$ cat src/rtl/bus_dma_master_if.sv
// Native valid/ready memory bus between an initiator and the interconnect.
//   mem_valid  initiator -> target  request strobe
//   mem_ready  target -> initiator  acknowledge; transfer on mem_valid & mem_ready
//   mem_addr   initiator -> target  word-aligned byte address
//   mem_wdata  initiator -> target  write data
//   mem_wstrb  initiator -> target  4'h0 read, 4'hF write
//   mem_rdata  target -> initiator  read data, valid during the transfer cycle
`timescale 1ns/1ps
interface bus_dma_master_if;
    logic        mem_valid;
    logic        mem_ready;
    logic [31:0] mem_addr;
    logic [31:0] mem_wdata;
    logic [3:0]  mem_wstrb;
    logic [31:0] mem_rdata;

    modport master (
        output mem_valid, mem_addr, mem_wdata, mem_wstrb,
        input  mem_ready, mem_rdata
    );

    modport slave (
        input  mem_valid, mem_addr, mem_wdata, mem_wstrb,
        output mem_ready, mem_rdata
    );
endinterface

$ cat src/rtl/bus_dma_master.sv
// Word-copy DMA initiator: copies len_words 32-bit words from src_addr to dst_addr
// as read/write pairs on the native valid/ready bus, one idle cycle after each transfer.
//   clk, rst_n          clock, asynchronous active-low reset
//   start, abort        job start pulse (IDLE only), stop request at pair boundary
//   src_addr, dst_addr  byte addresses, bits[1:0] forced to zero
//   len_words           word count
//   busy, done          job active, 1-cycle completion pulse
//   aborted, bus_error  sticky status of the last job
//   words_done          completed write transfers of the current/last job
//   mem                 bus master modport
`timescale 1ns/1ps
module bus_dma_master #(
    parameter int unsigned LEN_WIDTH      = 16,
    parameter int unsigned TIMEOUT_CYCLES = 256
) (
    input  logic                 clk,
    input  logic                 rst_n,
    input  logic                 start,
    input  logic                 abort,
    input  logic [31:0]          src_addr,
    input  logic [31:0]          dst_addr,
    input  logic [LEN_WIDTH-1:0] len_words,
    output logic                 busy,
    output logic                 done,
    output logic                 aborted,
    output logic                 bus_error,
    output logic [LEN_WIDTH-1:0] words_done,
    bus_dma_master_if.master     mem
);

    localparam int unsigned TW     = $clog2(TIMEOUT_CYCLES);
    localparam logic [TW-1:0] T_LAST = TW'(TIMEOUT_CYCLES - 1);
    localparam logic [31:0]   ALIGN  = 32'hFFFF_FFFC;
    localparam logic [31:0]   WORD   = 32'd4;

    typedef enum logic [2:0] {IDLE, RD, RGAP, WR, WGAP, FIN} state_t;

    state_t               state;
    logic [31:0]          src;
    logic [31:0]          dst;
    logic [31:0]          buffer;
    logic [LEN_WIDTH-1:0] remaining;
    logic [TW-1:0]        tcnt;
    logic                 abort_pend;

    // Single-process FSM; every output is a register so mem_valid drops with rst_n.
    always_ff @(posedge clk or negedge rst_n) begin
        if (!rst_n) begin
            state         <= IDLE;
            src           <= '0;
            dst           <= '0;
            buffer        <= '0;
            remaining     <= '0;
            tcnt          <= '0;
            abort_pend    <= 1'b0;
            busy          <= 1'b0;
            done          <= 1'b0;
            aborted       <= 1'b0;
            bus_error     <= 1'b0;
            words_done    <= '0;
            mem.mem_valid <= 1'b0;
            mem.mem_addr  <= '0;
            mem.mem_wdata <= '0;
            mem.mem_wstrb <= '0;
        end else begin
            done <= 1'b0;
            if (state != IDLE && abort) begin
                abort_pend <= 1'b1;
            end

            unique case (state)
                IDLE: begin
                    // abort in this cycle is deliberately not latched: start wins
                    if (start) begin
                        src        <= src_addr & ALIGN;
                        dst        <= dst_addr & ALIGN;
                        remaining  <= len_words;
                        words_done <= '0;
                        aborted    <= 1'b0;
                        bus_error  <= 1'b0;
                        abort_pend <= 1'b0;
                        busy       <= 1'b1;
                        tcnt       <= '0;
                        if (len_words == '0) begin
                            state <= FIN;
                        end else begin
                            state         <= RD;
                            mem.mem_valid <= 1'b1;
                            mem.mem_addr  <= src_addr & ALIGN;
                            mem.mem_wstrb <= 4'h0;
                        end
                    end
                end

                RD: begin
                    if (mem.mem_ready) begin
                        buffer        <= mem.mem_rdata;
                        src           <= src + WORD;
                        mem.mem_valid <= 1'b0;
                        state         <= RGAP;
                    end else if (tcnt == T_LAST) begin
                        mem.mem_valid <= 1'b0;
                        bus_error     <= 1'b1;
                        state         <= FIN;
                    end else begin
                        tcnt <= tcnt + TW'(1);
                    end
                end

                RGAP: begin
                    state         <= WR;
                    tcnt          <= '0;
                    mem.mem_valid <= 1'b1;
                    mem.mem_addr  <= dst;
                    mem.mem_wdata <= buffer;
                    mem.mem_wstrb <= 4'hF;
                end

                WR: begin
                    if (mem.mem_ready) begin
                        dst           <= dst + WORD;
                        remaining     <= remaining - LEN_WIDTH'(1);
                        words_done    <= words_done + LEN_WIDTH'(1);
                        mem.mem_valid <= 1'b0;
                        state         <= WGAP;
                    end else if (tcnt == T_LAST) begin
                        mem.mem_valid <= 1'b0;
                        bus_error     <= 1'b1;
                        state         <= FIN;
                    end else begin
                        tcnt <= tcnt + TW'(1);
                    end
                end

                // Pair boundary: the only place a pending abort takes effect
                WGAP: begin
                    if (remaining == '0 || abort_pend || abort) begin
                        state <= FIN;
                    end else begin
                        state         <= RD;
                        tcnt          <= '0;
                        mem.mem_valid <= 1'b1;
                        mem.mem_addr  <= src;
                        mem.mem_wstrb <= 4'h0;
                    end
                end

                FIN: begin
                    // An abort that coincided with the last pair is a normal finish
                    aborted <= abort_pend & ~bus_error & (remaining != '0);
                    done    <= 1'b1;
                    busy    <= 1'b0;
                    state   <= IDLE;
                end

                default: state <= IDLE;
            endcase
        end
    end

endmodule

$ cat src/flat_wrapper.sv
// flat-port wrapper written by rule: the top's interface ports become plain ports
module bus_dma_master_flat 
#(
    parameter int unsigned LEN_WIDTH      = 16,
    parameter int unsigned TIMEOUT_CYCLES = 256
)
  (clk, rst_n, start, abort, src_addr, dst_addr, len_words, busy, done, aborted, bus_error, words_done, mem_mem_valid, mem_mem_addr, mem_mem_wdata, mem_mem_wstrb, mem_mem_ready, mem_mem_rdata);
  bus_dma_master_if mem_i ();
  input  logic clk;
  input  logic rst_n;
  input  logic start;
  input  logic abort;
  input  logic [31:0] src_addr;
  input  logic [31:0] dst_addr;
  input  logic [LEN_WIDTH-1:0] len_words;
  output logic busy;
  output logic done;
  output logic aborted;
  output logic bus_error;
  output logic [LEN_WIDTH-1:0] words_done;
  output wire logic [$bits(mem_i.mem_valid)-1:0] mem_mem_valid;
  output wire logic [$bits(mem_i.mem_addr)-1:0] mem_mem_addr;
  output wire logic [$bits(mem_i.mem_wdata)-1:0] mem_mem_wdata;
  output wire logic [$bits(mem_i.mem_wstrb)-1:0] mem_mem_wstrb;
  input wire logic [$bits(mem_i.mem_ready)-1:0] mem_mem_ready;
  input wire logic [$bits(mem_i.mem_rdata)-1:0] mem_mem_rdata;
  assign mem_mem_valid = mem_i.mem_valid;
  assign mem_mem_addr = mem_i.mem_addr;
  assign mem_mem_wdata = mem_i.mem_wdata;
  assign mem_mem_wstrb = mem_i.mem_wstrb;
  assign mem_i.mem_ready = mem_mem_ready;
  assign mem_i.mem_rdata = mem_mem_rdata;
  bus_dma_master #(.LEN_WIDTH(LEN_WIDTH), .TIMEOUT_CYCLES(TIMEOUT_CYCLES)) u_core (.clk(clk), .rst_n(rst_n), .start(start), .abort(abort), .src_addr(src_addr), .dst_addr(dst_addr), .len_words(len_words), .busy(busy), .done(done), .aborted(aborted), .bus_error(bus_error), .words_done(words_done), .mem(mem_i));
endmodule
$ cat config.mk
export PLATFORM = sky130hd
export DESIGN_NAME = bus_dma_master_flat
export DESIGN_NICKNAME = d
export VERILOG_FILES = /design/src/rtl/bus_dma_master_if.sv /design/src/rtl/bus_dma_master.sv /design/src/flat_wrapper.sv
export SDC_FILE = /design/constraint.sdc
export NUM_CORES = 1
export LEC_CHECK = 0
export ABC_AREA = 1
export BUFFER_PORTS_ARGS = -buffer_cell sky130_fd_sc_hd__buf_4
export CORE_MARGIN = 4
export CORE_UTILIZATION = 57
export DETAILED_ROUTE_END_ITERATION = 8
export GPL_TIMING_DRIVEN = 0
export PLACE_DENSITY = 0.93
export SYNTH_ARGS = -nofsm -noshare
export SYNTH_HDL_FRONTEND = slang
export SYNTH_SLANG_ARGS = --single-unit
$ cat constraint.sdc
create_clock -name clk -period 2 [get_ports clk]
set_clock_uncertainty 0.1 [all_clocks]
set_input_delay 0.4 -clock clk [delete_from_list [all_inputs] [get_ports clk]]
set_output_delay 0.4 -clock clk [all_outputs]
set_load 0.05 [all_outputs]
==> metrics.yaml <==
outcome:
  outcome: "finished clean"
drt:
  ant_nets: 0
  vias_per_cell: 6.03
  dr.pass1.iters: 6
  route.detailed.drc: 0
  wl_per_cell_um: 20.2
  drt_iter0_drc: 1493
  drt-total-wl_mm: 44.5
  vias: 13297
final_layout:
  fillers: 1605
  regArea_mm2: 0.00513
  multiInputGateArea_mm2: 0.00583
  post-route-util_pct: 72.9
  fin_nets: 2042
  design_area_mm2: 0.0148
  final_cell_mix: "nand2_1, buf_4, nor2_1"
  layout-drive-gt1-share_pct: 20.3
  area_delta_synth_final_pct: 25.7
  diodes: 0
  mostFrequentLayoutCell: "nand2_1"
yosys:
  synth_area_mm2: 0.0118
  ys_ff_latch: 205
  syn_area_per_cell_um2: 7.01
  syn_nets: 1801
  yosysWarnings: 0
  synth_seq_area_share_pct: 43.6
  synth_cell_types: 37
  syn_inst: 1679
critical_path:
  worst_setup_path_start_kind: "register"
  cp_max_fo: 10
  crit_slowest_cell: "dfrtp_1"
  end_kind: "register"
  rr_endpoint: "u_core.mem.mem_addr[13]$_DFFE_PN0P_"
  crit_top_cell: "nand2_1"
  cp_cell_sequence: "inv_2 > nand2_1 > nor2_4 > buf_12 > nand3_2 > nand3_4 > buf_2 > nand2_1 > nand2_1"
  critPathTopFamily: "simple AND/OR/NAND/NOR gates"
  path_buf_inv: 3
  arrival_ns: 2.33
  r2r_slack_ns: 0.04
  worstReg2RegStart: "u_core.state[0]$_DFFE_PN0N_"
  critPathMaxStageDelay_ns: 0.42
  crit_type: "reg -> reg"
  critPathRequiredTime_ns: 2.36
  reg2reg_depth: 9
job:
  max_cap_viol_count: 0
sta:
  slew_headroom_pct: 54.7
  setup_violations: 0
  finalHoldViolations: 0
  worst_slew_pin_slew_ns: 0.679
  rsz0062_at_grt: "yes"
  layout_worst_path_cycle_share_pct: 98.1
  timing.fmax_ghz: 0.510
  period_needed_ns: 1.96
  slew_viol_final: 0
global_routing:
  grt_pass1_vias: 12562
  antenna_found_initial: 0
  grt_use_total_pct: 37.9
  grt_max_degree: 124
  grt_pass1_wl_mm: 67.8
  grt-ovfl-total: 0
clocking:
  clock_sinks: 205
  clock_latency_ns: 0.54
  cts_tree: "yes"
  root_buffer: "clkbuf_16"
  cts_htree_levels: 1
  cts_buffers: 23
  ctsLongestPathBuffers: 3
  clk_pin_slew_ns: 0.06
power:
  leakage_nw: 7.28
  vdd_drop_max_uv: 1310
  cellPowerDensity_mw_per_mm2: 1760
die:
  die_h_um: 152
  ios: 206
  core_mm2: 0.0203
  rows: 52
  die_x_um: 152
  die_area_mm2: 0.0230
  start_util_pct: 58.0
hold_path:
  hp-class: "in -> reg"
  hold_path_end: "u_core.buffer[27]$_DFFE_PN0P_"
  hold_start: "mem_mem_rdata[27]"
  whs_path_depth: 2
placed_design:
  portBuffers: 201
  routabilityCongestion: 1.01
  place_area_mm2: 0.0137
  dp_hpwl_mm: 31.9
routing by layer:
layer / part of all wire (%) / global-route usage, % / wire length (µm)
met1: 38 / 51.0 / 16900
met2: 46 / 60.7 / 20400
met3: 11 / 6.45 / 5030
met4: 4.9 / 16.6 / 2180
met5: 0 / 0 / 0
worst register-to-register path: stages (launching register included):
cell,delay (ns)
dfrtp_1,0.42
inv_2,0.10
nand2_1,0.10
nor2_4,0.14
buf_12,0.14
nand3_2,0.25
nand3_4,0.24
buf_2,0.25
nand2_1,0.08
nand2_1,0.08
logic make-up after synthesis:
logic type	Yosys count	share of synthesized area [%]
AO/OA/AOI/OAI	233	10.9
XOR/XNOR	7	0.521
adder cells (fa/ha/maj)	5	0.531
buffers and inverters	230	8.04
flip-flops	205	43.6
multiplexers	5	0.478
AND/OR/NAND/NOR	994	36.0
sequential cells by signal, indices dropped and copies added (netlist names), 3 cells and up:
name / cells
u_core.mem.mem_wdata: 32
u_core.mem.mem_addr: 31
u_core.tcnt: 8
u_core.words_done: 16
u_core.remaining: 16
u_core.state: 3
u_core.src: 30
u_core.buffer: 32
u_core.dst: 30
per-stage QoR:
stage | total power (W) | hold slack, ns | setup TNS, ns | setup WS, ns | cells
after floorplan | 0.0160 | 0.00441 | 0 | 0.149 | 1679
after global placement | 0.0201 | 0.346 | -216.97 | -1.04 | 2150
final | 0.0261 | 0.0105 | 0 | 0.0379 | 2205
after CTS | 0.0253 | 0.00371 | 0 | 0.00274 | 2197
after detailed placement | 0.0205 | 0.351 | -12.21 | -0.276 | 2151
after global routing | 0.0274 | 0.0140 | -0.463 | -0.0940 | 2205
how the worst max path moves through the flow:
stage                                           from                                  end  slack (ns)  cells after the start
finish                   u_core.state[0]$_DFFE_PN0N_  u_core.mem.mem_addr[13]$_DFFE_PN0P_        0.04                      9
global route             u_core.state[1]$_DFFE_PN0N_  u_core.mem.mem_addr[11]$_DFFE_PN0P_       -0.09                      8
CTS                        u_core.dst[2]$_DFFE_PN0P_           u_core.dst[24]$_DFFE_PN0P_       0.003                     10
detailed placement   u_core.remaining[0]$_DFFE_PN0P_  u_core.mem.mem_addr[11]$_DFFE_PN0P_       -0.28                     11
global placement                               rst_n         u_core.buffer[9]$_DFFE_PN0P_       -1.04                      1
floorplan           u_core.words_done[0]$_DFFE_PN0P_     u_core.words_done[6]$_DFFE_PN0P_        0.15                      6
power by group:
group / leakage, nW / switching (W) / total, W / internal, W
Sequential: 2.47 / 0.00180 / 0.00782 / 0.00602
Combinational: 4.42 / 0.00958 / 0.0137 / 0.00414
Clock: 0.386 / 0.00182 / 0.00455 / 0.00274
Total: 7.28 / 0.0132 / 0.0261 / 0.0129
Yosys cell counts (all sizes together):
| library cell | instances | area, µm² |
|---|---|---|
| a21oi | 63 | 319 |
| a22oi | 5 | 37.5 |
| a31oi | 2 | 12.5 |
| and2 | 1 | 6.26 |
| buf | 51 | 275 |
| clkbuf | 26 | 97.6 |
| dfrtp | 205 | 5130 |
| ha | 5 | 62.6 |
| inv | 153 | 574 |
| mux2 | 5 | 56.3 |
| nand2 | 514 | 1950 |
| nand3 | 163 | 831 |
| nand3b | 4 | 30.0 |
| nand4 | 53 | 332 |
| nor2 | 213 | 817 |
| nor3 | 15 | 75.1 |
| nor3b | 3 | 22.5 |
| nor4 | 1 | 6.26 |
| o211ai | 31 | 233 |
| o21a | 2 | 15.0 |
| o21ai | 123 | 616 |
| o21bai | 1 | 7.51 |
| o22ai | 5 | 31.3 |
| o2bb2ai | 1 | 8.76 |
| or2 | 27 | 169 |
| xor2 | 7 | 61.3 |
cell type report:
class / count / area share [%]
Multi-Input combinational cell: 1244 / 39.4
Sequential cell: 205 / 34.7
Timing Repair Buffer: 216 / 11.3
Clock buffer: 35 / 4.60
Inverter: 153 / 3.90
Buffer: 77 / 3.01
Tap cell: 270 / 2.28
Clock inverter: 5 / 0.795
timing repair:
item / 4_1_cts / 5_1_grt
endpoints found under the hold margin: 86 / 0
pin swaps: 1 / 2
setup buffers: 1 / 8
endpoints found under the setup margin: 119 / 158
resized for setup: 25 / 66
hold buffers: 5 / 0
No activity file was read; power rests on OpenSTA's default activity.
